[src/rtl/lcd_dma_pkg.sv]
// lcd_dma_pkg
// Shared constants for the LCD read-DMA scheduler.
//  BURST_LEN       default maximum words per bus burst
//  FIFO_DEPTH      default pixel FIFO capacity in words
//  BYTES_PER_WORD  address stride of one bus word
//  dma_state_t     FSM state encoding, with ST_* state constants
package lcd_dma_pkg;

    localparam int BURST_LEN      = 8;
    localparam int FIFO_DEPTH     = 32;
    localparam int BYTES_PER_WORD = 4;

    typedef logic [2:0] dma_state_t;

    localparam logic [2:0] ST_IDLE       = 3'd0;
    localparam logic [2:0] ST_LOAD       = 3'd1;
    localparam logic [2:0] ST_WAIT_SPACE = 3'd2;
    localparam logic [2:0] ST_REQ        = 3'd3;
    localparam logic [2:0] ST_DATA       = 3'd4;
    localparam logic [2:0] ST_DONE       = 3'd5;

endpackage

[src/rtl/lcd_dma_sched.sv]
// lcd_dma_sched
// Read-DMA scheduler that walks the frame buffer one burst at a time and
// pushes the returned words straight into the LCD pixel FIFO. A burst is only
// requested once the FIFO reports enough free entries for the whole burst.
// Ports:
//  clk, rst              clock and asynchronous active-high reset
//  enable                DMA enable level, honoured at burst boundaries
//  fb_base, fb_words     frame buffer base address and length in words
//  fp_pulse              frame pulse, restarts the walk at fb_base
//  depth_left            free FIFO entries
//  fifo_push, fifo_data  FIFO push side (combinational pass of read beats)
//  bus_req/addr/len/gnt  burst request handshake to the bus read master
//  bus_rvalid, bus_rdata read beats returned by the bus
//  busy                  high while a frame is being walked
//  frame_done            1-cycle pulse with the final push of a frame
module lcd_dma_sched #(
    parameter int ADDR_W     = 32,
    parameter int BURST_LEN  = lcd_dma_pkg::BURST_LEN,
    parameter int FIFO_DEPTH = lcd_dma_pkg::FIFO_DEPTH,
    parameter int LEN_W      = 20
) (
    input  logic              clk,
    input  logic              rst,
    input  logic              enable,
    input  logic [ADDR_W-1:0] fb_base,
    input  logic [LEN_W-1:0]  fb_words,
    input  logic              fp_pulse,
    input  logic [5:0]        depth_left,
    output logic              fifo_push,
    output logic [31:0]       fifo_data,
    output logic              bus_req,
    output logic [ADDR_W-1:0] bus_addr,
    output logic [3:0]        bus_len,
    input  logic              bus_gnt,
    input  logic              bus_rvalid,
    input  logic [31:0]       bus_rdata,
    output logic              busy,
    output logic              frame_done
);
    import lcd_dma_pkg::*;

    localparam int BEAT_W = 4;

    dma_state_t        state;
    logic [ADDR_W-1:0] addr;
    logic [LEN_W-1:0]  remaining;
    logic [BEAT_W-1:0] beat_cnt;
    logic              restart_pend;

    logic [3:0]        len;
    logic              last_beat;
    logic              take_restart;
    logic              frame_end;

    // Size of the next burst: a full burst, or whatever is left of the frame.
    // remaining does not move between WAIT_SPACE and the last beat, so len
    // stays stable for the request and for the end-of-burst bookkeeping.
    always_comb begin
        len = 4'(BURST_LEN);
        if (remaining < LEN_W'(BURST_LEN)) begin
            len = remaining[3:0];
        end
    end

    // A frame pulse arriving on the very last beat restarts just like one
    // that arrived earlier in the burst.
    assign last_beat    = (state == ST_DATA) && bus_rvalid && (beat_cnt == BEAT_W'(1));
    assign take_restart = restart_pend || fp_pulse;
    assign frame_end    = last_beat && !take_restart && enable
                          && (remaining == LEN_W'(len));

    assign bus_req    = (state == ST_REQ);
    assign bus_addr   = bus_req ? addr : '0;
    assign bus_len    = bus_req ? len : 4'd0;
    assign fifo_push  = (state == ST_DATA) && bus_rvalid;
    assign fifo_data  = fifo_push ? bus_rdata : 32'd0;
    assign busy       = (state != ST_IDLE) && (state != ST_DONE);
    assign frame_done = frame_end;

    // Scheduler FSM with address, length and beat bookkeeping.
    always_ff @(posedge clk or posedge rst) begin
        if (rst) begin
            state        <= ST_IDLE;
            addr         <= '0;
            remaining    <= '0;
            beat_cnt     <= '0;
            restart_pend <= 1'b0;
        end else begin
            case (state)
                ST_IDLE: begin
                    if (enable) begin
                        state <= ST_LOAD;
                    end
                end
                ST_LOAD: begin
                    addr         <= fb_base & ~ADDR_W'(BYTES_PER_WORD - 1);
                    remaining    <= fb_words;
                    beat_cnt     <= '0;
                    restart_pend <= 1'b0;
                    state        <= (fb_words == '0) ? ST_DONE : ST_WAIT_SPACE;
                end
                ST_WAIT_SPACE: begin
                    if (fp_pulse) begin
                        state <= ST_LOAD;
                    end else if (!enable) begin
                        state <= ST_IDLE;
                    end else if (depth_left >= {2'b00, len}) begin
                        state <= ST_REQ;
                    end
                end
                ST_REQ: begin
                    // A grant commits the burst even if a frame pulse lands
                    // in the same cycle; the restart is deferred until the
                    // burst has drained.
                    if (bus_gnt) begin
                        state        <= ST_DATA;
                        beat_cnt     <= BEAT_W'(len);
                        restart_pend <= fp_pulse;
                    end else if (fp_pulse) begin
                        state <= ST_LOAD;
                    end
                end
                ST_DATA: begin
                    if (fp_pulse) begin
                        restart_pend <= 1'b1;
                    end
                    if (bus_rvalid) begin
                        beat_cnt <= beat_cnt - BEAT_W'(1);
                        if (beat_cnt == BEAT_W'(1)) begin
                            addr      <= addr + ADDR_W'(len) * ADDR_W'(BYTES_PER_WORD);
                            remaining <= remaining - LEN_W'(len);
                            if (take_restart) begin
                                state <= ST_LOAD;
                            end else if (!enable) begin
                                state <= ST_IDLE;
                            end else if (remaining == LEN_W'(len)) begin
                                state <= ST_DONE;
                            end else begin
                                state <= ST_WAIT_SPACE;
                            end
                        end
                    end
                end
                ST_DONE: begin
                    if (fp_pulse) begin
                        state <= ST_LOAD;
                    end else if (!enable) begin
                        state <= ST_IDLE;
                    end
                end
                default: begin
                    state <= ST_IDLE;
                end
            endcase
        end
    end

    // Safety properties: no push into a full FIFO, a pending request keeps
    // its address and length until granted (unless a frame pulse abandons
    // it), and the beat counter never exceeds one burst.
    a_no_overflow: assert property (@(posedge clk) disable iff (rst)
        !(fifo_push && depth_left == 6'd0));

    a_req_stable: assert property (@(posedge clk) disable iff (rst)
        (bus_req && !bus_gnt && !fp_pulse) |=>
        (bus_req && $stable(bus_addr) && $stable(bus_len)));

    a_beat_bound: assert property (@(posedge clk) disable iff (rst)
        beat_cnt <= BEAT_W'(BURST_LEN));

    a_depth_range: assert property (@(posedge clk) disable iff (rst)
        depth_left <= 6'(FIFO_DEPTH));

endmodule

[config.mk]
export PLATFORM = sky130hd
export DESIGN_NAME = lcd_dma_sched
export DESIGN_NICKNAME = d
export VERILOG_FILES = /design/src/rtl/lcd_dma_pkg.sv /design/src/rtl/lcd_dma_sched.sv
export SDC_FILE = /design/constraint.sdc
export NUM_CORES = 1
export LEC_CHECK = 0
export CAP_MARGIN = 20
export CORE_ASPECT_RATIO = 1.4
export CORE_MARGIN = 2
export CORE_UTILIZATION = 46
export CTS_CLUSTER_DIAMETER = 100
export DETAILED_ROUTE_END_ITERATION = 7
export PLACE_DENSITY = 0.82
export REMOVE_ABC_BUFFERS = 1
export SYNTH_ARGS = -nofsm -noshare
export SYNTH_HDL_FRONTEND = slang
export SYNTH_SLANG_ARGS = --single-unit
[constraint.sdc]
create_clock -name clk -period 3.8 [get_ports clk]
set_input_delay 0.95 -clock clk [delete_from_list [all_inputs] [get_ports clk]]
set_output_delay 0.95 -clock clk [all_outputs]
set_load 0.03 [all_outputs]
## Yosys cells after proc, flatten, opt, wreduce, memory -nomap -nowiden

Cells that the tools add are included.

| operators by class | value |
|---|---|
| add/subtract/negate cells | 3 |
| equal/unequal tests | 16 |
| magnitude comparators | 2 |
| reduce and logical (&&, ||, !) cells | 17 |
| muxes and demuxes | 31 |

Operators with widths:

| cell | number |
|---|---|
| $mux 32 | 4 |
| $pmux 32 s2 | 1 |
| $mux 3 | 14 |
| $mux 20 | 2 |
| $pmux 20 s2 | 1 |
| $add 32x6->32 | 1 |
| $eq 20x4->1 | 1 |
| $logic_not 20->1 | 1 |
| $lt 20x4->1 const B | 1 |
| $sub 20x4->20 | 1 |
| $pmux 3 s6 | 1 |
| $mux 4 | 4 |
| $pmux 4 s3 | 1 |
| $reduce_and 3->1 | 3 |
| $eq 3x2->1 const B | 2 |
| $eq 3x3->1 const B | 2 |
| $ge 6x4->1 | 1 |
| $logic_and 1x1->1 | 6 |
| $ne 2x2->1 const B | 3 |
| $ne 3x3->1 const B | 2 |
| $reduce_and 6->1 | 1 |
| $reduce_bool 3->1 | 2 |
| $eq 4x1->1 const B | 1 |
| $ne 2x1->1 const B | 2 |
| 10 further kinds | 11 |

| storage, ports and cells | value |
|---|---|
| register bits | 60 |
| bits of input ports | 96 |

## Longest topological paths before layout

Gate-level depths: netlist (run 1).

| logic depth | value |
|---|---|
| depth in word-level cells | 9 |
| depth in mapped cells | 13 |
| gate-level depth less buffers | 12 |

## Worst setup path before layout (run 1)

No wires, ideal clock.

| timing path | value |
|---|---|
| path kind | register -> output |
| from | register remaining[8] |
| to | output port frame_done |
| data arrival time | 2.870 ns |
| setup slack | -0.020 ns |
| data required time | 2.850 ns |
| path buffers | 2 |
| stages on the path, launching flop included | 7 |
| cell sequence | dfrtp_1 > or4_4 > buf_6 > or4_4 > buf_6 > nor2_1 > nor4b_1 |

| on the way | value |
|---|---|
| cells in the longest elaborated chain, start to end | 4 |

Ends and longest elaborated chain:

| what | line | text |
|---|---|---|
| from (decl) | lcd_dma_sched.sv:46 | `logic [LEN_W-1:0] remaining;` |
| from (signal assigned) | lcd_dma_sched.sv:97 | `remaining <= fb_words;` |
| from (signal assigned) | lcd_dma_sched.sv:131 | `remaining <= remaining - LEN_W'(len);` |
| $lt 20x4->1 | lcd_dma_sched.sv:60 | `if (remaining < LEN_W'(BURST_LEN)) begin` |
| $mux 4 | lcd_dma_sched.sv:60 |  |
| $eq 20x4->1 * | lcd_dma_sched.sv:70 | `&& (remaining == LEN_W'(len));` |
| $logic_and 1x1->1 * | lcd_dma_sched.sv:70 |  |
| to (decl) | lcd_dma_sched.sv:38 | `output logic frame_done` |

Every way passes the cells marked *; elsewhere a longest branch is shown, timed or not.

## Final worst setup path (run 1)

Same ends and word-level chain as after synthesis.

==> impl_table.tex, run 1 <==
\begin{tabular}{lr}
\hline
Metric & Value \\
\hline
\multicolumn{2}{l}{\textbf{Setup path}} \\
Bufs and invs on worst path & 2 \\
Setup CP Type & reg2out \\
List of cells traversed by the critical path & or4\_4 > or4\_4 > nor2\_1 > nor4b\_2 > buf\_4 > buf\_4 \\
Critical Path Sink Type & output pin \\
Data required time at the worst endpoint & 2.85 ns \\
Startpoint type of the worst setup path & flip-flop \\
Arrival time of the worst setup path & 2.76 ns \\
Slowest CP cell & sky130\_fd\_sc\_hd\_\_or4\_4 \\
Top fanout value on the critical path & 8 \\
Largest stage delay on the critical path & 0.62 ns \\
Kind of cell with the highest combined delay on the critical path & simple AND/OR/NAND/NOR gates \\
\multicolumn{2}{l}{\textbf{Clock network}} \\
Postcts setup bufs & 0 \\
Clock latency on the worst-skew pair & 0.34 ns \\
Clock-pin slew on the worst setup and hold paths & 0.05 ns \\
Number of clock sinks & 58 \\
Number of buffers added by the clock tree synthesis step & 9 \\
Hold buffers post-CTS & 0 \\
TritonCTS clock tree & built \\
Clock H-tree levels & 3 \\
Clock root buffer master & sky130\_fd\_sc\_hd\_\_clkbuf\_16 \\
CTS max path bufs & 2 \\
\multicolumn{2}{l}{\textbf{Floorplan}} \\
Area enclosed by the die boundary & about 0.011 mm2 \\
Initial core utilization & 47.1\% \\
Core box area & 0.00985 mm2 \\
Y dimension of the die & 123 um \\
Die outline width & roughly 90 um \\
Boundary pin count & 168 \\
Placement Rows & between 40 and 50 \\
\multicolumn{2}{l}{\textbf{Timing}} \\
Pins Over Slew Limit & 0 \\
Slew margin rel. & about 29\% \\
Total negative setup slack & 0 ns \\
Ratio of final minimum period to clock period & 97.7\% \\
Shortest period the worst path allows & about 3.7 ns \\
Smallest setup slack after layout & 0.0884 ns \\
Total setup violations reported at the end of the flow & 0 \\
Highest clock frequency the design can meet & 0.269 GHz \\
Slew @ Worst Pin & 1.07 ns \\
Hold violation total from the final report & 0 \\
Largest clock skew in the final design & 0.00696 ns \\
Setup repair after global routing missed its margin & false \\
\multicolumn{2}{l}{\textbf{Cells and area}} \\
Total area of sequential cells & 0.00145 mm2 \\
Number of diodes added for antenna fixing & 0 \\
Filler cell count in the final layout & 792 \\
Share of cells above drive strength 1 & 9.57\% \\
Design Area, Final & slightly below 0.007 mm2 \\
Post-route non-filler standard cell count & 877 \\
Total area of multi-input combinational cells & 0.00297 mm2 \\
Area growth from synthesis to layout & 45.6\% \\
Number of nets in the finished design & 846 \\
\multicolumn{2}{l}{\textbf{Logic synthesis}} \\
Post-synth top area cell & sky130\_fd\_sc\_hd\_\_dfrtp\_1 \\
Synth warn & 0 \\
Seq/Total Area, Yosys & 31.3\% \\
Most used flip-flop cell after synthesis & sky130\_fd\_sc\_hd\_\_dfrtp\_1 \\
Netlist cell types & 70 \\
Proportion of netlist area held by the largest area contributor & 31.3\% \\
Flops \& latches, synth & 58 \\
Instance count of the mapped netlist & 582 \\
Cell Area, Synth & roughly 0.0046 mm2 \\
Async S/R FF share, synth & 100\% \\
Mean post-synth cell area & 7.97 um2 \\
Count of flip-flops with a built-in enable after synthesis & 0 \\
Biggest area contributors in the synthesized netlist & sky130\_fd\_sc\_hd\_\_dfrtp\_1 (31\%), sky130\_fd\_sc\_hd\_\_and3\_1 (5.7\%), sky130\_fd\_sc\_hd\_\_and2\_1 (4.4\%) \\
\multicolumn{2}{l}{\textbf{Min path}} \\
Worst min path class & reg2reg \\
\multicolumn{2}{l}{\textbf{GRT}} \\
Total global routing track utilization & 29.3\% \\
First-pass GRT wire length & approximately 25 mm \\
Vias in the first global route & 5100 \\
Largest net degree at the start of global routing & just under 50 \\
Number of antenna violations at the first check in global routing & 0 \\
Overall overflow remaining after global route & 0 \\
\multicolumn{2}{l}{\textbf{Drt}} \\
Ratio of routed vias to standard cells & 6.18 \\
Wire length on met1 & approximately 6.2 mm \\
Drc violations & 0 \\
Highest metal layer with signal wires & met4 \\
Detailed-routed wire length on met2 & 8.00 mm \\
Met3 routed WL & 1.07 mm \\
Sum of routed wire length over all layers & 15.9 mm \\
Wire length per cell & 18.1 um \\
Violation count after the first detailed-route iteration & about 530 \\
Vias after detailed routing & 5416 \\
DRT Pass-1 Iters & 8 \\
Post-route antenna net violation count & 0 \\
\multicolumn{2}{l}{\textbf{Run}} \\
Number of maximum-capacitance constraint violations & 0 \\
\multicolumn{2}{l}{\textbf{Placed design}} \\
Post-placement setup slack & -0.0522 ns \\
Port bufs & approximately 160 \\
Post-Place Cells & 861 \\
HPWL Detailed & 11.7 mm \\
Placed Instance Area & 0.00644 mm2 \\
Routability congestion estimate & between 0.8 and 0.9 \\
\multicolumn{2}{l}{\textbf{Power and ir drop}} \\
Maximum ir drop on the vdd rail & 317 uV \\
Power per unit of standard cell area & 681 mW/mm2 \\
Static leakage & 2.82 nW \\
\multicolumn{2}{l}{\textbf{Run status}} \\
Result of the run & complete, no violations \\
\hline
\end{tabular}
through the flow:
stage	hold slack, ns	power, W	utilization [%]
after floorplan	0.464	0.00282	-
after CTS	0.498	0.00455	68.5
after detailed placement	0.487	0.00374	65.4
final	0.507	0.00460	68.6
after global routing	0.519	0.00489	68.6
after global placement	0.488	0.00365	65.4
per-layer routing:
metal  vias to the layer above  track usage [%]
met3                        50             3.90
li1                       2517                -
met4                         0             15.1
met1                      2584             36.2
met2                       265             49.2
met5                         -                0
state kept, by name (all words and copies together), names as in the netlist:
name	flops
addr	30
restart_pend	1
remaining	20
beat_cnt	4
state	3
what timing repair did:
item                                   in CTS  in global routing
endpoints found under the hold margin       0                  0
setup endpoints to repair                   4                  1
gates resized for setup                     5                  1
Yosys cell counts (3+ instances only):
master	count
sky130_fd_sc_hd__a2bb2oi_1	8
sky130_fd_sc_hd__or3_1	9
sky130_fd_sc_hd__ha_1	11
sky130_fd_sc_hd__o21a_1	6
sky130_fd_sc_hd__nor3b_1	3
sky130_fd_sc_hd__o22ai_1	9
sky130_fd_sc_hd__and4_1	4
sky130_fd_sc_hd__o31ai_1	5
sky130_fd_sc_hd__nand2_1	43
sky130_fd_sc_hd__nor4_1	12
sky130_fd_sc_hd__nor3_1	27
sky130_fd_sc_hd__o211ai_1	8
sky130_fd_sc_hd__and3_1	42
sky130_fd_sc_hd__a22o_1	5
sky130_fd_sc_hd__a31oi_1	11
sky130_fd_sc_hd__nor2_1	43
sky130_fd_sc_hd__nand2b_1	7
sky130_fd_sc_hd__nand4_1	9
sky130_fd_sc_hd__o22a_1	5
sky130_fd_sc_hd__a211oi_1	13
sky130_fd_sc_hd__and2_1	33
sky130_fd_sc_hd__clkbuf_1	40
sky130_fd_sc_hd__or4_1	7
sky130_fd_sc_hd__a311oi_1	9
sky130_fd_sc_hd__o21ai_0	26
sky130_fd_sc_hd__a21oi_1	33
sky130_fd_sc_hd__a221oi_1	3
sky130_fd_sc_hd__nand3_1	14
sky130_fd_sc_hd__or2_2	3
sky130_fd_sc_hd__inv_1	15
sky130_fd_sc_hd__o21bai_1	3
sky130_fd_sc_hd__a21o_1	4
sky130_fd_sc_hd__dfrtp_1	58
final timing paths:
| kind | cells after the start | startpoint | slack (ns) | to |
|---|---|---|---|---|
| setup reg to reg | 13 | remaining[8] | 0.17 | addr[25] |
| setup / recovery | 6 | remaining[8] | 0.09 | frame_done |
| max in group asynchronous | 3 | rst | 2.17 | remaining[17] |
| hold / removal | 1 | remaining[15] | 0.51 | remaining[15] |
| hold reg to reg | 1 | remaining[15] | 0.51 | remaining[15] |
| min in group asynchronous | 2 | rst | 1.02 | addr[4] |
cell families (layout without fill, tap and decap cells):
family	after synthesis	after routing	share of synthesized area (%)
XOR/XNOR	2	2	0.378
AND/OR/NAND/NOR	272	272	32.6
buffers and inverters	62	220	5.50
AO/OA/AOI/OAI	172	172	26.0
adder cells (fa/ha/maj)	12	12	3.40
flip-flops	58	58	31.3
multiplexers	3	3	0.701
other	1	3	0.0808
power breakdown:
| part | total, W | internal, W | switching [W] | leakage (nW) |
|---|---|---|---|---|
| combinational | 0.00251 | 0.00106 | 0.00145 | 2.00 |
| sequential | 0.00130 | 0.000927 | 0.000369 | 0.673 |
| clock | 0.000794 | 0.000506 | 0.000288 | 0.147 |
placed cells by master (no fill, tap or decap), types with 14 or more instances in the layout:
cell type	synthesis	routed
sky130_fd_sc_hd__a21oi_1	33	33
sky130_fd_sc_hd__and2_1	33	33
sky130_fd_sc_hd__and3_1	42	42
sky130_fd_sc_hd__buf_4	2	32
sky130_fd_sc_hd__clkdlybuf4s50_1	0	152
sky130_fd_sc_hd__dfrtp_1	58	58
sky130_fd_sc_hd__inv_1	15	14
sky130_fd_sc_hd__nand2_1	43	43
sky130_fd_sc_hd__nand3_1	14	14
sky130_fd_sc_hd__nor2_1	43	42
sky130_fd_sc_hd__nor3_1	27	27
sky130_fd_sc_hd__o21ai_0	26	26
final cells by class:
| cell class | instances | area share, % |
|---|---|---|
| multi-input cells | 464 | 43.9 |
| repair buffers | 189 | 26.9 |
| flip-flops and latches | 58 | 21.5 |
| clock buffers | 13 | 4.15 |
| well taps | 135 | 2.50 |
| inverters | 16 | 0.889 |
| clock inverters | 2 | 0.148 |
(Power assumes the default switching activity.)
==> inputs of run 2 (changes only) <==
CORE_UTILIZATION = 49   (was 46)
PLACE_DENSITY = 0.87   (was 0.82)
SKIP_CTS_REPAIR_TIMING = 1   (was default)
clock period = 4.3 ns   (was 3.8 ns; I/O delays follow)
==> run 2 against run 1 <==
  * Global-route usage is 2.3 points higher
  * Sequential share of layout area is 0.33 points higher
  * Final cell count shrank 3.9%
  * Clock power decreased by 7.7%
  * Total power is 11% lower
  * Highest routed layer unchanged
==> impl_table.tex, run 2 (same netlist as run 1, synthesis figures left out) <==
\begin{tabular}{lr}
\hline
Metric & Value \\
\hline
\multicolumn{2}{l}{\textbf{Run status}} \\
Result of the run & complete, no violations \\
\multicolumn{2}{l}{\textbf{Cells and area}} \\
Total area of sequential cells & 0.00145 mm2 \\
Post-route non-filler standard cell count & between 800 and 900 \\
Flip-flop count of the largest register after layout & 30 \\
Largest registers & addr x30, remaining x20, beat\_cnt x4 \\
Share of cells above drive strength 1 & 7.09\% \\
Commonest non-fill, non-tap cells in the layout & sky130\_fd\_sc\_hd\_\_clkdlybuf4s50\_1 (162), sky130\_fd\_sc\_hd\_\_dfrtp\_1 (58), sky130\_fd\_sc\_hd\_\_nand2\_1 (43) \\
Number of nets in the finished design & 836 \\
Register name with the most flops & addr \\
Filler cell count in the final layout & about 750 \\
Number of diodes added for antenna fixing & 0 \\
Design Area, Final & 0.00665 mm2 \\
Most common cell after layout, fill and taps aside & sky130\_fd\_sc\_hd\_\_clkdlybuf4s50\_1 \\
Area growth from synthesis to layout & 43.4\% \\
Total area of multi-input combinational cells & 0.00295 mm2 \\
\multicolumn{2}{l}{\textbf{Min path}} \\
Worst min path class & reg2reg \\
End point of the worst hold path & remaining[15] \\
Worst hold stages & 1 \\
Source of the worst hold timing path & remaining[15] \\
\multicolumn{2}{l}{\textbf{Drt}} \\
Detailed-routed wire length on met2 & around 8.3 mm \\
Vias after detailed routing & 5510 \\
DRT Pass-1 Iters & 5 \\
Wire length on met1 & 5.95 mm \\
Ratio of routed vias to standard cells & 6.54 \\
Drc violations & 0 \\
Sum of routed wire length over all layers & 16.3 mm \\
Highest metal layer with signal wires & met4 \\
Violation count after the first detailed-route iteration & 480 \\
Met3 routed WL & 1.23 mm \\
Wire length per cell & 19.3 um \\
Post-route antenna net violation count & 0 \\
\multicolumn{2}{l}{\textbf{Clock network}} \\
Clock latency on the worst-skew pair & 0.34 ns \\
CTS max path bufs & 2 \\
Number of clock sinks & between 50 and 60 \\
TritonCTS clock tree & built \\
Clock-pin slew on the worst setup and hold paths & 0.05 ns \\
Clock H-tree levels & 3 \\
Clock root buffer master & sky130\_fd\_sc\_hd\_\_clkbuf\_16 \\
Number of buffers added by the clock tree synthesis step & 9 \\
\multicolumn{2}{l}{\textbf{Timing}} \\
Shortest period the worst path allows & slightly above 4 ns \\
Ratio of final minimum period to clock period & a little over nine tenths \\
Setup repair after global routing missed its margin & false \\
Highest clock frequency the design can meet & 0.243 GHz \\
Pins Over Slew Limit & 0 \\
Hold violation total from the final report & 0 \\
Slew margin rel. & 33.2\% \\
Total setup violations reported at the end of the flow & 0 \\
Largest clock skew in the final design & approximately 0.0074 ns \\
Final Hold Slack & between 0.5 and 0.6 ns \\
Slew @ Worst Pin & 1.00 ns \\
\multicolumn{2}{l}{\textbf{Placed design}} \\
Placed Instance Area & 0.00634 mm2 \\
Post-Place Cells & 826 \\
Routability congestion estimate & 0.913 \\
HPWL Detailed & 11.7 mm \\
Port bufs & 163 \\
\multicolumn{2}{l}{\textbf{Setup path}} \\
Slowest CP cell & sky130\_fd\_sc\_hd\_\_clkdlybuf4s50\_1 \\
Setup CP Type & reg2out \\
Critical Path Sink Type & output pin \\
Data required time at the worst endpoint & between 3 and 4 ns \\
Largest stage delay on the critical path & $\sim$0.73 ns \\
Startpoint of the worst register-to-register path & remaining[8] \\
R2R depth & 11 \\
Arrival time of the worst setup path & roughly 3.0 ns \\
R2R setup slack & 0.59 ns \\
Startpoint type of the worst setup path & flip-flop \\
Top fanout value on the critical path & 9 \\
List of cells traversed by the critical path & or4\_4 > nor4\_4 > nand2\_1 > inv\_2 > and3\_1 > clkdlybuf4s50\_1 \\
Worst flop-to-flop path endpoint & addr[30] \\
\multicolumn{2}{l}{\textbf{Floorplan}} \\
Die outline width & approximately 86 um \\
Area enclosed by the die boundary & between 0.01 and 0.015 mm2 \\
Y dimension of the die & 119 um \\
Initial core utilization & approximately 50\% \\
Core box area & 0.00935 mm2 \\
Placement Rows & 42 \\
Boundary pin count & 168 \\
\multicolumn{2}{l}{\textbf{Power and ir drop}} \\
Static leakage & 2.72 nW \\
Power per unit of standard cell area & 616 mW/mm2 \\
Maximum ir drop on the vdd rail & 458 uV \\
Total power draw & 0.00410 W \\
\multicolumn{2}{l}{\textbf{Run}} \\
Number of maximum-capacitance constraint violations & 0 \\
\multicolumn{2}{l}{\textbf{GRT}} \\
Largest net degree at the start of global routing & 52 \\
Vias in the first global route & 5310 \\
First-pass GRT wire length & 26.2 mm \\
Total global routing track utilization & 31.7\% \\
Overall overflow remaining after global route & 0 \\
Number of antenna violations at the first check in global routing & 0 \\
\hline
\end{tabular}
run 2: cell types whose count changed in the layout (fill, tap and decap cells not counted), sizes merged:
| cell | previous run | this run |
|---|---|---|
| dlygate4sd2 | 3 | 0 |
| buf | 34 | 17 |
| bufinv | 0 | 1 |
| clkinvlp | 0 | 3 |
| clkbuf | 13 | 10 |
| clkdlybuf4s50 | 152 | 162 |
run 2: layout make-up:
| cell class | count | area share (%) |
|---|---|---|
| inverter | 16 | 0.903 |
| clock inverter | 6 | 0.997 |
| clock buffer | 10 | 3.59 |
| timing repair buffer | 179 | 26.3 |
| sequential | 58 | 21.8 |
| tap | 110 | 2.07 |
| multi-input combinational | 464 | 44.3 |
run 2: metal layers:
metal	track usage [%]	vias up
li1	-	2497
met1	38.4	2603
met2	52.8	325
met3	5.34	85
met4	17.3	0
met5	0	-
run 2: worst max-delay path, delay by kind of cell, from the launching register on:
kind | cells | cell delay (ns)
and+or+nand+nor | 4 | 1.37
buffers and inverters | 2 | 0.91
DFF | 1 | 0.43
run 2: report_power, final:
part           total, W  internal [W]  switching [W]  leakage, nW
clock          0.000733      0.000463       0.000270        0.141
sequential      0.00117      0.000818       0.000347        0.673
combinational   0.00220      0.000908        0.00129         1.91
run 2: through the flow:
step                      utilization (%)  TNS [ns]  setup slack (ns)
after floorplan                         -   -165.76             -3.82
after CTS                            71.0         0             0.222
final                                71.1         0             0.185
after global placement               67.8         0             0.506
after detailed placement             67.8         0             0.473
after global routing                 71.1         0            0.0695
run 2: worst max path at each step:
| stage | depth (start not counted) | slack, ns | to | start |
|---|---|---|---|---|
| floorplan | 3 | -3.82 | frame_done | state[2] |
| global placement | 5 | 0.51 | frame_done | bus_rvalid |
| detailed placement | 5 | 0.47 | frame_done | bus_rvalid |
| CTS | 6 | 0.22 | bus_len[0] | remaining[8] |
| global route | 6 | 0.07 | bus_len[0] | remaining[8] |
| finish | 6 | 0.19 | bus_len[0] | remaining[8] |
==> inputs of run 3 (changes only) <==
CORE_ASPECT_RATIO = 0.75   (was 1.4)
==> run 3 against run 2 <==
  * Final area rose by 1.0%
  * Final cell count rose by 2.6%
  * Count of clock-buffer cells in the layout rose by 1
  * Fmax barely moved
==> impl_table.tex, run 3 (same netlist as run 1, synthesis figures left out) <==
\begin{tabular}{lr}
\hline
Metric & Value \\
\hline
\multicolumn{2}{l}{\textbf{Timing}} \\
Total setup violations reported at the end of the flow & 0 \\
Largest clock skew in the final design & 0.00637 ns \\
Highest clock frequency the design can meet & about 0.24 GHz \\
Shortest period the worst path allows & just over 4 ns \\
Smallest setup slack after layout & 0.186 ns \\
Hold violation total from the final report & 0 \\
Pins Over Slew Limit & 0 \\
Slew @ Worst Pin & around 1.1 ns \\
Setup repair after global routing missed its margin & false \\
Ratio of final minimum period to clock period & 95.7\% \\
Slew margin rel. & 28.1\% \\
\multicolumn{2}{l}{\textbf{Floorplan}} \\
Core box area & 0.00912 mm2 \\
Boundary pin count & 168 \\
Initial core utilization & about half \\
Area enclosed by the die boundary & 0.0103 mm2 \\
Y dimension of the die & 88.3 um \\
Placement Rows & 30 \\
Die outline width & 116 um \\
\multicolumn{2}{l}{\textbf{Drt}} \\
Vias after detailed routing & 5569 \\
DRT Pass-1 Iters & 7 \\
Drc violations & 0 \\
Sum of routed wire length over all layers & about 17 mm \\
Violation count after the first detailed-route iteration & 551 \\
Wire length per cell & 19.6 um \\
Post-route antenna net violation count & 0 \\
Ratio of routed vias to standard cells & between 6 and 7 \\
\multicolumn{2}{l}{\textbf{Power and ir drop}} \\
Maximum ir drop on the vdd rail & $\sim$400 uV \\
Static leakage & between 2 and 3 nW \\
Total power draw & 0.00420 W \\
Power per unit of standard cell area & between 600 and 700 mW/mm2 \\
\multicolumn{2}{l}{\textbf{Clock network}} \\
Clock root buffer master & sky130\_fd\_sc\_hd\_\_clkbuf\_16 \\
Number of clock sinks & 58 \\
TritonCTS clock tree & built \\
Number of buffers added by the clock tree synthesis step & 9 \\
Clock H-tree levels & 3 \\
CTS max path bufs & 2 \\
Clock latency on the worst-skew pair & 0.33 ns \\
Clock-pin slew on the worst setup and hold paths & 0.05 ns \\
\multicolumn{2}{l}{\textbf{Cells and area}} \\
Commonest non-fill, non-tap cells in the layout & sky130\_fd\_sc\_hd\_\_clkdlybuf4s50\_1 (162), sky130\_fd\_sc\_hd\_\_dfrtp\_1 (58), sky130\_fd\_sc\_hd\_\_nand2\_1 (43) \\
Number of diodes added for antenna fixing & 0 \\
Flip-flop count of the largest register after layout & 30 \\
Largest registers & addr x30, remaining x20, beat\_cnt x4 \\
Post-route non-filler standard cell count & between 800 and 900 \\
Final design utilization & around three quarters \\
Design Area, Final & 0.00672 mm2 \\
Most common cell after layout, fill and taps aside & sky130\_fd\_sc\_hd\_\_clkdlybuf4s50\_1 \\
Number of nets in the finished design & 840 \\
Share of cells above drive strength 1 & 7.46\% \\
Area growth from synthesis to layout & 44.8\% \\
Filler cell count in the final layout & 696 \\
Register name with the most flops & addr \\
\multicolumn{2}{l}{\textbf{GRT}} \\
Total global routing track utilization & between 30\% and 40\% \\
Largest net degree at the start of global routing & between 50 and 60 \\
First-pass GRT wire length & 26.6 mm \\
Number of antenna violations at the first check in global routing & 0 \\
Overall overflow remaining after global route & 0 \\
Vias in the first global route & 5238 \\
\multicolumn{2}{l}{\textbf{Run status}} \\
Result of the run & complete, no violations \\
\multicolumn{2}{l}{\textbf{Placed design}} \\
Routability congestion estimate & 0.933 \\
Port bufs & 163 \\
HPWL Detailed & between 10 and 15 mm \\
Post-placement setup slack & between 0.4 and 0.5 ns \\
Post-Place Cells & 849 \\
Placed Instance Area & 0.00640 mm2 \\
\multicolumn{2}{l}{\textbf{Setup path}} \\
Critical Path Sink Type & output pin \\
Endpoint of the most critical setup path & bus\_len[2] \\
Startpoint of the worst register-to-register path & remaining[16] \\
Startpoint type of the worst setup path & flip-flop \\
Top fanout value on the critical path & 9 \\
Data required time at the worst endpoint & 3.22 ns \\
Worst setup startpoint & remaining[16] \\
R2R depth & 11 \\
Setup CP Type & reg2out \\
Arrival time of the worst setup path & 3.04 ns \\
R2R setup slack & 0.49 ns \\
Worst flop-to-flop path endpoint & addr[30] \\
\multicolumn{2}{l}{\textbf{Min path}} \\
Worst min path class & reg2reg \\
\multicolumn{2}{l}{\textbf{Run}} \\
Number of maximum-capacitance constraint violations & 0 \\
\hline
\end{tabular}
run 3: changes by cell type in the layout (fill, tap and decap cells not counted), sizes merged:
cell / delta
clkbuf: +1
clkinvlp: -2
bufinv: +1
buf: +4
run 3: worst min-delay path by stage:
stage | from | to | slack [ns] | depth (start not counted)
2_1_floorplan | remaining[19] | remaining[19] | 0.46 | 1
3_3_place_gp | remaining[15] | remaining[15] | 0.48 | 1
3_5_place_dp | remaining[15] | remaining[15] | 0.50 | 1
4_1_cts | remaining[15] | remaining[15] | 0.50 | 1
5_1_grt | remaining[19] | remaining[19] | 0.54 | 1
6_report | remaining[15] | remaining[15] | 0.51 | 1
run 3: final cells by class:
cell class              count  area, um2  share of cell area, %
clock inverters             5       77.6                   1.15
flip-flops and latches     58       1450                   21.6
inverters                  16       60.1                  0.894
clock buffers              11        243                   3.61
repair buffers            183       1780                   26.5
well taps                 128        160                   2.38
multi-input cells         464       2950                   43.9
run 3: through the flow:
stage | hold WS (ns) | setup TNS (ns)
finish | 0.512 | 0
global route | 0.538 | 0
CTS | 0.505 | 0
detailed placement | 0.497 | 0
global placement | 0.483 | 0
floorplan | 0.464 | -165.76
run 3: worst max-delay path, cell delays in order (launching register included):
cell and delay, ns:
sky130_fd_sc_hd__dfrtp_1 0.45, sky130_fd_sc_hd__or4_1 0.63, sky130_fd_sc_hd__nor4_4 0.32, sky130_fd_sc_hd__nand2_1 0.20, sky130_fd_sc_hd__inv_2 0.19, sky130_fd_sc_hd__and3_1 0.21, sky130_fd_sc_hd__clkdlybuf4s50_1 0.70
run 3: per-layer routing:
metal | part of all wire [%] | track usage (%)
met1 | 39 | 43.7
met2 | 46 | 53.8
met3 | 13 | 9.18
met5 | 0 | 0
met4 | 2.5 | 10.9
run 3: report_power, final:
part	total [W]	switching, W	internal, W
Combinational	0.00225	0.00134	0.000918
Clock	0.000787	0.000266	0.000521
Sequential	0.00116	0.000341	0.000819
